**src/rtl/reservoir_input_sequencer_if.sv**
```systemverilog
// Sample/mask/reservoir signal bundle; master = the sequencer, slave = source and reservoir side.
interface reservoir_input_sequencer_if #(
  parameter int NUM_VIRTUAL_NODES = 10,
  parameter int DATA_WIDTH        = 32,
  parameter int SAMPLE_WIDTH      = 16,
  parameter int MASK_WIDTH        = 16,
  parameter int ADDR_WIDTH        = (NUM_VIRTUAL_NODES > 1) ? $clog2(NUM_VIRTUAL_NODES) : 1
);
  logic                    s_valid;
  logic [SAMPLE_WIDTH-1:0] s_data;
  logic                    s_ready;
  logic                    mask_we;
  logic [ADDR_WIDTH-1:0]   mask_addr;
  logic [MASK_WIDTH-1:0]   mask_data;
  logic                    res_en;
  logic [DATA_WIDTH-1:0]   res_din;
  logic                    res_valid;
  logic [ADDR_WIDTH-1:0]   node_idx;
  logic                    busy;
  logic                    sample_done;
  logic                    timeout_err;

  modport master (
    input  s_valid, s_data, mask_we, mask_addr, mask_data, res_valid,
    output s_ready, res_en, res_din, node_idx, busy, sample_done, timeout_err
  );

  modport slave (
    output s_valid, s_data, mask_we, mask_addr, mask_data, res_valid,
    input  s_ready, res_en, res_din, node_idx, busy, sample_done, timeout_err
  );
endinterface

```
**src/rtl/reservoir_input_sequencer.sv**
```systemverilog
// Masks one sample per virtual node and injects each value into the reservoir via en/valid; one node per valid low-high round trip.
// Source stalled (s_ready=0) while busy; RESERVOIR_SEQ_TIMEOUT_EN adds a wait-state watchdog with sticky timeout_err.
module reservoir_input_sequencer #(
  parameter int NUM_VIRTUAL_NODES = 10,
  parameter int DATA_WIDTH        = 32,
  parameter int SAMPLE_WIDTH      = 16,
  parameter int MASK_WIDTH        = 16,
  parameter int MASK_FRAC_BITS    = 8,
  parameter int DIN_SAT_BITS      = 15,
  parameter int TIMEOUT_CYCLES    = 64
) (
  input logic clk,
  input logic rst,
  reservoir_input_sequencer_if.master bus
);
  localparam int AW = (NUM_VIRTUAL_NODES > 1) ? $clog2(NUM_VIRTUAL_NODES) : 1;
  localparam int PW = SAMPLE_WIDTH + MASK_WIDTH;
  localparam logic [PW-1:0] SAT_MAX = PW'((64'd1 << DIN_SAT_BITS) - 64'd1);

  typedef enum logic [2:0] {IDLE, ISSUE, WAIT_LOW, WAIT_HIGH, DONE} state_t;

  state_t                  state, state_nxt;
  logic [SAMPLE_WIDTH-1:0] sample_q;
  logic [MASK_WIDTH-1:0]   mask_q [NUM_VIRTUAL_NODES];
  logic [AW-1:0]           node_q;
  logic                    s_ready_q, busy_q, res_en_q, done_q;
  logic [DATA_WIDTH-1:0]   res_din_q;
  logic                    last_node, accept, inject, timeout_hit;
  logic [PW-1:0]           prod, quot;
  logic [DATA_WIDTH-1:0]   din_nxt;

  assign last_node = (node_q == AW'(NUM_VIRTUAL_NODES - 1));
  assign accept    = (state == IDLE) && bus.s_valid && s_ready_q;
  assign inject    = (state == ISSUE) && bus.res_valid;

  assign prod    = PW'(sample_q) * PW'(mask_q[node_q]);
  assign quot    = prod >> MASK_FRAC_BITS;
  assign din_nxt = DATA_WIDTH'((quot > SAT_MAX) ? SAT_MAX : quot);

`ifdef RESERVOIR_SEQ_TIMEOUT_EN
  localparam int TW = $clog2(TIMEOUT_CYCLES + 1);
  logic [TW-1:0] wd_cnt;
  logic          wd_err_q;
  logic          in_wait, stay_wait;

  assign in_wait     = (state == WAIT_LOW) || (state == WAIT_HIGH);
  // Watchdog only fires on a cycle that would otherwise keep us waiting.
  assign stay_wait   = ((state == WAIT_LOW) && bus.res_valid) ||
                       ((state == WAIT_HIGH) && !bus.res_valid);
  assign timeout_hit = stay_wait && (wd_cnt == TW'(TIMEOUT_CYCLES - 1));

  always_ff @(posedge clk or posedge rst) begin
    if (rst) begin
      wd_cnt   <= '0;
      wd_err_q <= 1'b0;
    end else begin
      if (state_nxt != state)
        wd_cnt <= '0;
      else if (in_wait)
        wd_cnt <= wd_cnt + TW'(1);
      if (timeout_hit)
        wd_err_q <= 1'b1;
    end
  end

  assign bus.timeout_err = wd_err_q;
`else
  // Watchdog compiled out: never fires, sequencer waits indefinitely.
  assign timeout_hit     = (TIMEOUT_CYCLES < 0);
  assign bus.timeout_err = 1'b0;
`endif

  always_comb begin
    state_nxt = state;
    case (state)
      IDLE:      if (accept) state_nxt = ISSUE;
      ISSUE:     if (bus.res_valid) state_nxt = WAIT_LOW;
      WAIT_LOW:  if (!bus.res_valid) state_nxt = WAIT_HIGH;
      WAIT_HIGH: if (bus.res_valid) state_nxt = last_node ? DONE : ISSUE;
      DONE:      state_nxt = IDLE;
      default:   state_nxt = IDLE;
    endcase
    if (timeout_hit)
      state_nxt = IDLE;
  end

  always_ff @(posedge clk or posedge rst) begin
    if (rst) begin
      state     <= IDLE;
      sample_q  <= '0;
      node_q    <= '0;
      s_ready_q <= 1'b0;
      busy_q    <= 1'b0;
      res_en_q  <= 1'b0;
      done_q    <= 1'b0;
      res_din_q <= '0;
    end else begin
      state     <= state_nxt;
      s_ready_q <= (state_nxt == IDLE);
      busy_q    <= (state_nxt != IDLE);
      done_q    <= (state_nxt == DONE);
      res_en_q  <= inject;
      if (accept) begin
        sample_q <= bus.s_data;
        node_q   <= '0;
      end
      // res_din only changes at an injection; the reservoir reads it throughout its busy time.
      if (inject)
        res_din_q <= din_nxt;
      if ((state == WAIT_HIGH) && bus.res_valid && !last_node)
        node_q <= node_q + AW'(1);
    end
  end

  always_ff @(posedge clk or posedge rst) begin
    if (rst) begin
      for (int i = 0; i < NUM_VIRTUAL_NODES; i++)
        mask_q[i] <= '0;
    end else if ((state == IDLE) && bus.mask_we &&
                 (int'(bus.mask_addr) < NUM_VIRTUAL_NODES)) begin
      mask_q[bus.mask_addr] <= bus.mask_data;
    end
  end

  assign bus.s_ready     = s_ready_q;
  assign bus.busy        = busy_q;
  assign bus.res_en      = res_en_q;
  assign bus.res_din     = res_din_q;
  assign bus.node_idx    = node_q;
  assign bus.sample_done = done_q;
endmodule
```
**src/flat_wrapper.sv**
```systemverilog
// flat-port wrapper written by rule: the top's interface ports become plain ports
module reservoir_input_sequencer_flat 
#(
  parameter int NUM_VIRTUAL_NODES = 10,
  parameter int DATA_WIDTH        = 32,
  parameter int SAMPLE_WIDTH      = 16,
  parameter int MASK_WIDTH        = 16,
  parameter int MASK_FRAC_BITS    = 8,
  parameter int DIN_SAT_BITS      = 15,
  parameter int TIMEOUT_CYCLES    = 64
)
  (clk, rst, bus_s_valid, bus_s_data, bus_mask_we, bus_mask_addr, bus_mask_data, bus_res_valid, bus_s_ready, bus_res_en, bus_res_din, bus_node_idx, bus_busy, bus_sample_done, bus_timeout_err);
  reservoir_input_sequencer_if #(.NUM_VIRTUAL_NODES(NUM_VIRTUAL_NODES), .DATA_WIDTH(DATA_WIDTH), .SAMPLE_WIDTH(SAMPLE_WIDTH), .MASK_WIDTH(MASK_WIDTH)) bus_i ();
  input logic clk;
  input logic rst;
  input wire logic [$bits(bus_i.s_valid)-1:0] bus_s_valid;
  input wire logic [$bits(bus_i.s_data)-1:0] bus_s_data;
  input wire logic [$bits(bus_i.mask_we)-1:0] bus_mask_we;
  input wire logic [$bits(bus_i.mask_addr)-1:0] bus_mask_addr;
  input wire logic [$bits(bus_i.mask_data)-1:0] bus_mask_data;
  input wire logic [$bits(bus_i.res_valid)-1:0] bus_res_valid;
  output wire logic [$bits(bus_i.s_ready)-1:0] bus_s_ready;
  output wire logic [$bits(bus_i.res_en)-1:0] bus_res_en;
  output wire logic [$bits(bus_i.res_din)-1:0] bus_res_din;
  output wire logic [$bits(bus_i.node_idx)-1:0] bus_node_idx;
  output wire logic [$bits(bus_i.busy)-1:0] bus_busy;
  output wire logic [$bits(bus_i.sample_done)-1:0] bus_sample_done;
  output wire logic [$bits(bus_i.timeout_err)-1:0] bus_timeout_err;
  assign bus_i.s_valid = bus_s_valid;
  assign bus_i.s_data = bus_s_data;
  assign bus_i.mask_we = bus_mask_we;
  assign bus_i.mask_addr = bus_mask_addr;
  assign bus_i.mask_data = bus_mask_data;
  assign bus_i.res_valid = bus_res_valid;
  assign bus_s_ready = bus_i.s_ready;
  assign bus_res_en = bus_i.res_en;
  assign bus_res_din = bus_i.res_din;
  assign bus_node_idx = bus_i.node_idx;
  assign bus_busy = bus_i.busy;
  assign bus_sample_done = bus_i.sample_done;
  assign bus_timeout_err = bus_i.timeout_err;
  reservoir_input_sequencer #(.NUM_VIRTUAL_NODES(NUM_VIRTUAL_NODES), .DATA_WIDTH(DATA_WIDTH), .SAMPLE_WIDTH(SAMPLE_WIDTH), .MASK_WIDTH(MASK_WIDTH), .MASK_FRAC_BITS(MASK_FRAC_BITS), .DIN_SAT_BITS(DIN_SAT_BITS), .TIMEOUT_CYCLES(TIMEOUT_CYCLES)) u_core (.clk(clk), .rst(rst), .bus(bus_i));
endmodule
```
**config.mk**
```make
export PLATFORM = sky130hd
export DESIGN_NAME = reservoir_input_sequencer_flat
export DESIGN_NICKNAME = d
export VERILOG_FILES = /design/src/rtl/reservoir_input_sequencer_if.sv /design/src/rtl/reservoir_input_sequencer.sv /design/src/flat_wrapper.sv
export SDC_FILE = /design/constraint.sdc
export NUM_CORES = 1
export LEC_CHECK = 0
export ABC_AREA = 1
export CAP_MARGIN = 0
export CORE_MARGIN = 8
export CORE_UTILIZATION = 57
export DETAILED_ROUTE_END_ITERATION = 8
export GPL_TIMING_DRIVEN = 1
export PLACE_DENSITY_LB_ADDON = 0.1
export SLEW_MARGIN = 10
export SYNTH_ARGS = -nofsm -noshare
export SYNTH_HDL_FRONTEND = slang
export SYNTH_SLANG_ARGS = --single-unit
```
**constraint.sdc**
```tcl
create_clock -name clk -period 7.3 [get_ports clk]
set_clock_uncertainty 0.05 [all_clocks]
set_input_delay 0.73 -clock clk [delete_from_list [all_inputs] [get_ports clk]]
set_output_delay 0.73 -clock clk [all_outputs]
set_load 0.05 [all_outputs]
```
==> results of run 1 <==
logic make-up (layout without fill, tap and decap cells):
family	Yosys count	in the layout	synth area share (%)
AND/OR/NAND/NOR	868	868	19.8
flip-flops	211	211	29.4
AO/OA/AOI/OAI	356	356	11.1
buffers and inverters	466	608	10.2
XOR/XNOR	17	17	0.829
other	1	9	0.0209
adder cells (fa/ha/maj)	296	296	28.7
critical path, delay by kind of cell (launching register included):
kind                     cells  cell delay, ns
AO/OA/AOI/OAI                4            0.75
buffers and inverters       11            1.29
flip-flops                   1            0.48
AND/OR/NAND/NOR             12            1.20
adder cells (fa/ha/maj)      7            3.33
sequential cells by signal, indices dropped and copies added, names as in the netlist:
name and count:
u_core.state 3, u_core.bus.sample_done 1, u_core.bus.s_ready 1, u_core.sample_q 16, u_core.bus.res_en 1, u_core.bus.node_idx 4
u_core.bus.busy 1, u_core.bus.res_din 24, u_core.mask_q 160
metrics by stage:
stage	setup TNS, ns	area [µm²]
final	0	21200
after global routing	-3.09	21200
after CTS	0	20600
after detailed placement	-0.00410	19800
after global placement	0	19800
after floorplan	0	18000
cell type report:
cell class	count	area share, %
inverters	365	6.58
clock inverters	11	0.686
well taps	402	2.38
flip-flops and latches	211	25.0
repair inverters	1	0.0355
multi-input cells	1546	52.6
repair buffers	197	9.42
clock buffers	34	3.31
placed cells by master (no fill, tap or decap), drive strengths merged, types with 2 or more instances in the layout:
master and n:
o21bai 2, nand3b 4, ha 103, dfrtp 211, a31oi 5, buf 119, xor2 10, xnor2 7
o211ai 4, clkinv 11, nor3 13, a21boi 3, a211oi 2, clkinvlp 3, o21a 7, clkdlybuf4s50 72
nand2 528, nor2 242, o221ai 25, fa 193, clkbuf 40, a21oi 45, bufinv 3, nor4 2
nand3 59, or2 15, inv 360, conb 9, o22ai 7, nand4 4, o21ai 253
Yosys cell counts (all sizes together):
cell type,n
a211oi,2
a21boi,3
a21o,1
a21oi,45
a311oi,1
a31oi,5
and3,1
buf,20
clkbuf,81
clkinv,4
conb,1
dfrtp,211
fa,193
ha,103
inv,361
nand2,528
nand3,59
nand3b,4
nand4,4
nor2,242
nor3,13
nor4,2
o211ai,4
o21a,7
o21ai,253
o21bai,2
o221ai,25
o22ai,7
o311ai,1
or2,15
xnor2,7
xor2,10
repair_timing:
item / in CTS / in global routing
setup buffers: 0 / 10
gates resized for setup: 5 / 87
gates cloned: 0 / 7
endpoints found under the setup margin: 12 / 15
endpoints found under the hold margin: 0 / 0
pin swaps: 0 / 17
path summary, 6_finish.rpt:
| check | to | depth (start not counted) | from | slack [ns] |
|---|---|---|---|---|
| max | u_core.bus.res_din[8] | 34 | u_core.bus.node_idx[0] | 0.06 |
| min | u_core.mask_q[60] | 2 | u_core.mask_q[60] | 0.43 |
| max reg2reg | u_core.bus.res_din[8] | 34 | u_core.bus.node_idx[0] | 0.06 |
| min reg2reg | u_core.mask_q[60] | 2 | u_core.mask_q[60] | 0.43 |
| max in group asynchronous | u_core.bus.node_idx[0] | 3 | rst | 5.10 |
| min in group asynchronous | u_core.mask_q[139] | 2 | rst | 0.65 |
routing by layer:
metal | vias to the layer above | part of all wire [%] | global-route usage, % | wire length (µm)
li1 | 7126 | - | - | -
met1 | 7395 | 44 | 38.1 | 22400
met2 | 638 | 45 | 43.0 | 22900
met3 | 84 | 9.6 | 6.89 | 4950
met4 | 0 | 2.3 | 6.50 | 1170
met5 | - | 0 | 0 | 0
==> flow_metrics.tcl, run 1 <==
set metrics [dict create \
    final_layout_size_suffix_gt1_share_pct 12.0 \
    core_region_area_mm2 0.0313 \
    ys_warn_count 0 \
    gp_congestion 0.924 \
    grt_overflow 0 \
    syn_area_per_cell_um2 8.11 \
    dp_hpwl_um 38400 \
    fmax_ghz 0.138 \
    die_w_um 194 \
    ys_ff_latch 211 \
    syn_inst 2215 \
    port_buffers 72 \
    seq_area_mm2 0.00528 \
    finalSetupViolCount 0 \
    htreeDepth 1 \
    cts_tree "yes" \
    grt_pass1_wl_um 83800 \
    worst_slew_pin_slew_ns 1.24 \
    final_max_slew_viol_count 0 \
    root_buffer "clkbuf_16" \
    grtUsageTotal_pct 27.5 \
    cts.sinks 211 \
    outcome "completed" \
    stdcell_count 2767 \
    drc_errors 0 \
    rsz0062_at_grt "true" \
    wirelength_um 51500 \
    nFillCells 2579 \
    via_per_inst 5.51 \
    syn-cell-area_mm2 0.0180 \
    hp-class "reg2reg" \
    initial_core_util_pct 57.4 \
    first_pass_iters 5 \
    drv_cap 0 \
    required_ns 7.67 \
    post-route-min-period_ns 7.24 \
    die-area_mm2 0.0374 \
    cpPeakStageDelay_ns 0.56 \
    fin_util_pct 67.5 \
    area_growth_pct 17.8 \
    die_h_um 194 \
    numCtsBuffers 25 \
    cp-start-kind "flop" \
    hold-worst-slack_ns 0.430 \
    synthTopCellsByArea "dfrtp_1 (29%), fa_1 (22%), nand2_1 (11%)" \
    slowest_stage "fa_2" \
    clk_latency_ns 0.53 \
    ys_types 45 \
    rows 65 \
    routed-via-count 15243 \
    grt_max_degree 93 \
    fin_nets 2684 \
    path_max_fanout 6 \
    cp-end-kind "flop" \
    clockBufferDepth 3 \
    yosys.area.top_type "dfrtp_1" \
    multi_input_area_mm2 0.0111 \
    worst_slack_ns 0.0617 \
    antenna_found_initial 0 \
    holdBufCountCts 0 \
    critPathKind "reg2reg" \
    slew_headroom_pct 17.3 \
    placed_cells 2705 \
    grt_pass1_vias 15946 \
    drtAntennaViolNets 0 \
    dp_slack_ns -0.00410 \
    drt_iter0_markers 1302 \
    period_share_pct 99.2 \
    io_pins 82 \
    clk_pin_slew_ns 0.06 \
    yosysTopAreaCellShare_pct 29.4 \
    hold_violations 0 \
    cp_data_arrival_time_ns 7.61 \
    yosysSeqAreaShare_pct 29.4 \
    crit_top_cell "fa_1" \
    wire_per_inst_um 18.6 \
    diodes 0 \
]
Power of run 1 is not shown: default switching activity piles up to over one toggle a cycle in this logic, so the estimate is an artifact.
==> run 2, diff against run 1 <==
- CTS_CLUSTER_SIZE: unset -> 8
- RECOVER_POWER: unset -> 25
==> run 2 against run 1 <==
The run now ends with max-capacitance violations, max-slew violations left. Die area unchanged. Clock-buffer cell count unchanged. Global-route usage increased by 0.18 points. Setup slack worse by 0.012 ns. Non-clock buffer count is 4 higher. Register-to-register slack hardly changed. Highest routed layer unchanged.
==> flow_metrics.tcl, run 2 (synthesized netlist as in run 1, its figures left out) <==
set metrics [dict create \
    outcome "finished with violations" \
    violations "max-capacitance violations, max-slew violations" \
    die_h_um 194 \
    rsz0062_at_grt "true" \
    finalSetupViolCount 0 \
    cp_num_buf_inv 11 \
    place_area_mm2 0.0198 \
    grtUsageTotal_pct 27.6 \
    grt_pass1_vias 16039 \
    antenna_found_initial 0 \
    layout_commonest_cell "nand2_1" \
    fmax_ghz 0.138 \
    layout_common_cells "nand2_1 (500), inv_1 (348), o21ai_0 (240)" \
    slowest_stage "fa_1" \
    diodes 0 \
    cts_tree "yes" \
    rows 65 \
    placed_cells 2705 \
    io_pins 82 \
    drv_cap 1 \
    hold_violations 0 \
    fin_nets 2694 \
    area_growth_pct 18.0 \
    wire_per_inst_um 18.7 \
    routed-via-count 15302 \
    initial_core_util_pct 57.4 \
    multi_input_area_mm2 0.0112 \
    htreeDepth 1 \
    cp-start-kind "flop" \
    core_region_area_mm2 0.0313 \
    top_register "u_core.mask_q" \
    drtAntennaViolNets 0 \
    nFillCells 2597 \
    hp-class "reg2reg" \
    slew_headroom_pct -188 \
    clk_latency_ns 0.57 \
    clockBufferDepth 3 \
    path_max_fanout 9 \
    numCtsBuffers 31 \
    final_layout_size_suffix_gt1_share_pct 12.2 \
    required_ns 7.71 \
    grt_overflow 0 \
    drc_errors 0 \
    stdcell_count 2764 \
    cp_top_family "adder cells" \
    via_per_inst 5.54 \
    grt_pass1_wl_um 84000 \
    dp_hpwl_um 38400 \
    cts.sinks 211 \
    fin_setup_tns_ns 0 \
    die-area_mm2 0.0374 \
    cp-end-kind "flop" \
    largest_reg_flops 160 \
    final_max_slew_viol_count 93 \
    first_pass_iters 6 \
    clk_pin_slew_ns 0.05 \
    cpPeakStageDelay_ns 0.57 \
    grt_max_degree 93 \
    fin_area_mm2 0.0212 \
    post-route-min-period_ns 7.25 \
    wirelength_um 51600 \
    root_buffer "clkbuf_16" \
    port_buffers 72 \
    drt_iter0_markers 1330 \
    die_w_um 194 \
    seq_area_mm2 0.00528 \
    critPathKind "reg2reg" \
    worst_slew_pin_slew_ns 4.30 \
    gp_congestion 0.924 \
    period_share_pct 99.3 \
    cp_data_arrival_time_ns 7.66 \
]
-- run 2: cell count changes in the layout (fill, tap and decap cells not counted), sizes merged --
cell / before / now
dlygate4sd3: 0 / 2
clkinvlp: 3 / 4
buf: 119 / 122
clkinv: 11 / 7
clkdlybuf4s50: 72 / 70
inv: 360 / 358
clkbuf: 40 / 41
bufinv: 3 / 1
-- run 2: repair_timing --
item / in CTS / in global routing
hold buffers: 0 / 0
pin swaps: 0 / 21
endpoints found under the setup margin: 12 / 15
buffers inserted: 0 / 13
gates resized for setup: 5 / 91
cloned: 0 / 8
-- run 2: area by class of cell --
class	count	area share (%)
Clock buffer	34	3.76
Clock inverter	4	0.230
Inverter	365	6.54
Multi-Input combinational cell	1546	52.7
Sequential cell	211	24.9
Tap cell	402	2.37
Timing Repair Buffer	201	9.48
Timing Repair inverter	1	0.0354
-- run 2: metal layers --
layer / global-route usage [%] / up-vias / routed length, µm
li1: - / 7122 / -
met1: 37.9 / 7466 / 22200
met2: 43.0 / 618 / 22900
met3: 7.90 / 96 / 5220
met4: 6.58 / 0 / 1240
met5: 0 / - / 0
-- run 2: worst register-to-register path: cells and delay by family, from the launching register on --
kind	cells	cell delay, ns
adders and majority gates	7	3.40
buffers and inverters	11	1.18
and+or+nand+nor	12	1.16
AOI/OAI and AO/OA	5	0.83
DFF	1	0.51
-- run 2: final timing paths --
path,startpoint,to,slack (ns),depth (start not counted)
setup reg to reg,u_core.bus.node_idx[0],u_core.bus.res_din[6],0.05,35
min in group asynchronous,rst,u_core.mask_q[139],1.87,2
setup / recovery,u_core.bus.node_idx[0],u_core.bus.res_din[6],0.05,35
max in group asynchronous,rst,u_core.bus.node_idx[0],2.99,3
hold reg to reg,u_core.mask_q[114],u_core.mask_q[114],0.43,2
hold / removal,u_core.mask_q[114],u_core.mask_q[114],0.43,2
-- run 2: metrics by stage --
stage / hold WS [ns] / util [%] / worst slack, ns
global route: 0.447 / 67.7 / -0.288
CTS: 0.430 / 65.9 / 0.0220
finish: 0.431 / 67.7 / 0.0497
floorplan: 0.398 / - / 0.0379
global placement: 0.412 / 63.1 / 0.0464
detailed placement: 0.418 / 63.1 / -0.00410
Power of run 2 is left out for the same reason.
==> run 3, diff against run 2 <==
- GPL_ROUTABILITY_DRIVEN: unset -> 0
==> run 3 against run 2 <==
The flow still finishes with violations (max-capacitance violations, max-slew violations). Clock-buffer cell count rose by 1. First-iteration DRC count up 25%. Maximum frequency grew 1.0%. Global-route usage down 0.48 points. Critical path depth is 2 lower. Utilization is 0.95 points higher. Critical endpoint is now u_core.bus.res_din[10].
==> flow_metrics.tcl, run 3 (synthesized netlist as in run 1, its figures left out) <==
set metrics [dict create \
    final_max_slew_viol_count 93 \
    required_ns 7.69 \
    root_buffer "clkbuf_16" \
    hold_violations 0 \
    grt_overflow 0 \
    clk_latency_ns 0.55 \
    clk_pin_slew_ns 0.05 \
    cp-end-kind "flop" \
    layout_common_cells "nand2_1 (496), inv_1 (348), o21ai_0 (229)" \
    die-area_mm2 0.0374 \
    r2r_slack_ns 0.12 \
    die_h_um 194 \
    wire_per_inst_um 19.2 \
    grt_max_degree 93 \
    dp_hpwl_um 38100 \
    hold-path-endpoint "u_core.mask_q[71]" \
    finalSetupViolCount 0 \
    area_growth_pct 19.7 \
    drtAntennaViolNets 0 \
    cts_tree "yes" \
    drc_errors 0 \
    grt_pass1_wl_um 83000 \
    die_w_um 194 \
    cp_data_arrival_time_ns 7.56 \
    holdBufCountCts 0 \
    port_buffers 72 \
    grtUsageTotal_pct 27.2 \
    first_pass_iters 6 \
    numCtsBuffers 30 \
    period_share_pct 98.3 \
    drv_cap 1 \
    outcome "finished with violations" \
    rsz0062_at_grt "true" \
    top_register "u_core.mask_q" \
    drt_iter0_markers 1657 \
    slew_headroom_pct -180 \
    cts.sinks 211 \
    routed-via-count 15697 \
    crit_cells 33 \
    largest_reg_flops 160 \
    rows 65 \
    final_layout_size_suffix_gt1_share_pct 13.9 \
    cpPeakStageDelay_ns 0.55 \
    hold_depth 2 \
    fin_setup_tns_ns 0 \
    wirelength_um 53500 \
    initial_core_util_pct 57.4 \
    diodes 0 \
    htreeDepth 1 \
    r2r-end "u_core.bus.res_din[10]" \
    via_per_inst 5.65 \
    cp_num_buf_inv 10 \
    fmax_ghz 0.139 \
    cp_top_family "adder cells" \
    slowest_stage "fa_1" \
    fin_nets 2708 \
    antenna_found_initial 0 \
    rr_worst_depth 33 \
    io_pins 82 \
    grt_pass1_vias 15669 \
    clockBufferDepth 3 \
    worstHoldStart "u_core.mask_q[71]" \
    layout_commonest_cell "nand2_1" \
    critPathKind "reg2reg" \
    post-route-min-period_ns 7.18 \
    regToRegStartpoint "u_core.bus.node_idx[0]" \
    path_max_fanout 12 \
    violations "max-capacitance violations, max-slew violations" \
    cp-start-kind "flop" \
    core_region_area_mm2 0.0313 \
    worst_slew_pin_slew_ns 4.18 \
    hp-class "reg2reg" \
]
## run 3: per-stage QoR
step           cell area, µm²  hold WS [ns]  cells  utilization [%]  worst slack [ns]
2_1_floorplan           18000         0.398   2223                -            0.0379
3_3_place_gp            19500         0.411   2682             62.3            0.0535
3_5_place_dp            19500         0.419   2682             62.3            -0.124
4_1_cts                 20300         0.431   2720             65.0           0.00962
5_1_grt                 21500         0.446   2777             68.6            -0.147
6_report                21500         0.431   2777             68.6             0.123
## run 3: layout make-up
| type | count | area [µm²] |
|---|---|---|
| Tap cell | 402 | 503 |
| Timing Repair inverter | 2 | 13.8 |
| Inverter | 365 | 1400 |
| Sequential cell | 211 | 5280 |
| Fill cell | 2532 | 9820 |
| Clock buffer | 35 | 791 |
| Clock inverter | 1 | 5.00 |
| Multi-Input combinational cell | 1547 | 11300 |
| Timing Repair Buffer | 214 | 2160 |
## run 3: tightest hold or removal path, cell delays in order (launching register included)
cell	delay (ns)
dfrtp_1	0.33
nand2_1	0.05
o21ai_0	0.06
## run 3: worst max path at each step
| stage | from | endpoint | slack [ns] |
|---|---|---|---|
| after floorplan | u_core.bus.node_idx[0] | u_core.bus.res_din[0] | 0.04 |
| final | u_core.bus.node_idx[0] | u_core.bus.res_din[10] | 0.12 |
| after global routing | u_core.bus.node_idx[0] | u_core.bus.res_din[10] | -0.15 |
| after CTS | u_core.bus.node_idx[0] | u_core.bus.res_din[10] | 0.01 |
| after detailed placement | u_core.bus.node_idx[0] | u_core.bus.res_din[13] | -0.12 |
| after global placement | u_core.bus.node_idx[0] | u_core.bus.res_din[14] | 0.05 |
## run 3: what timing repair did
action                                  CTS  global route
gates resized for setup                   5           158
pin swaps                                 1            96
endpoints found under the setup margin   15            15
buffers inserted                          2            41
gates cloned                              0            16
## run 3: per-layer routing
layer	GRT usage (%)	up-vias	routed length [µm]	part of all wire (%)
li1	-	7149	-	-
met1	38.1	7651	22700	43
met2	42.2	785	24100	45
met3	6.80	112	5420	10
met4	6.19	0	1220	2.3
met5	0	-	0	0
Power of run 3 is left out for the same reason.
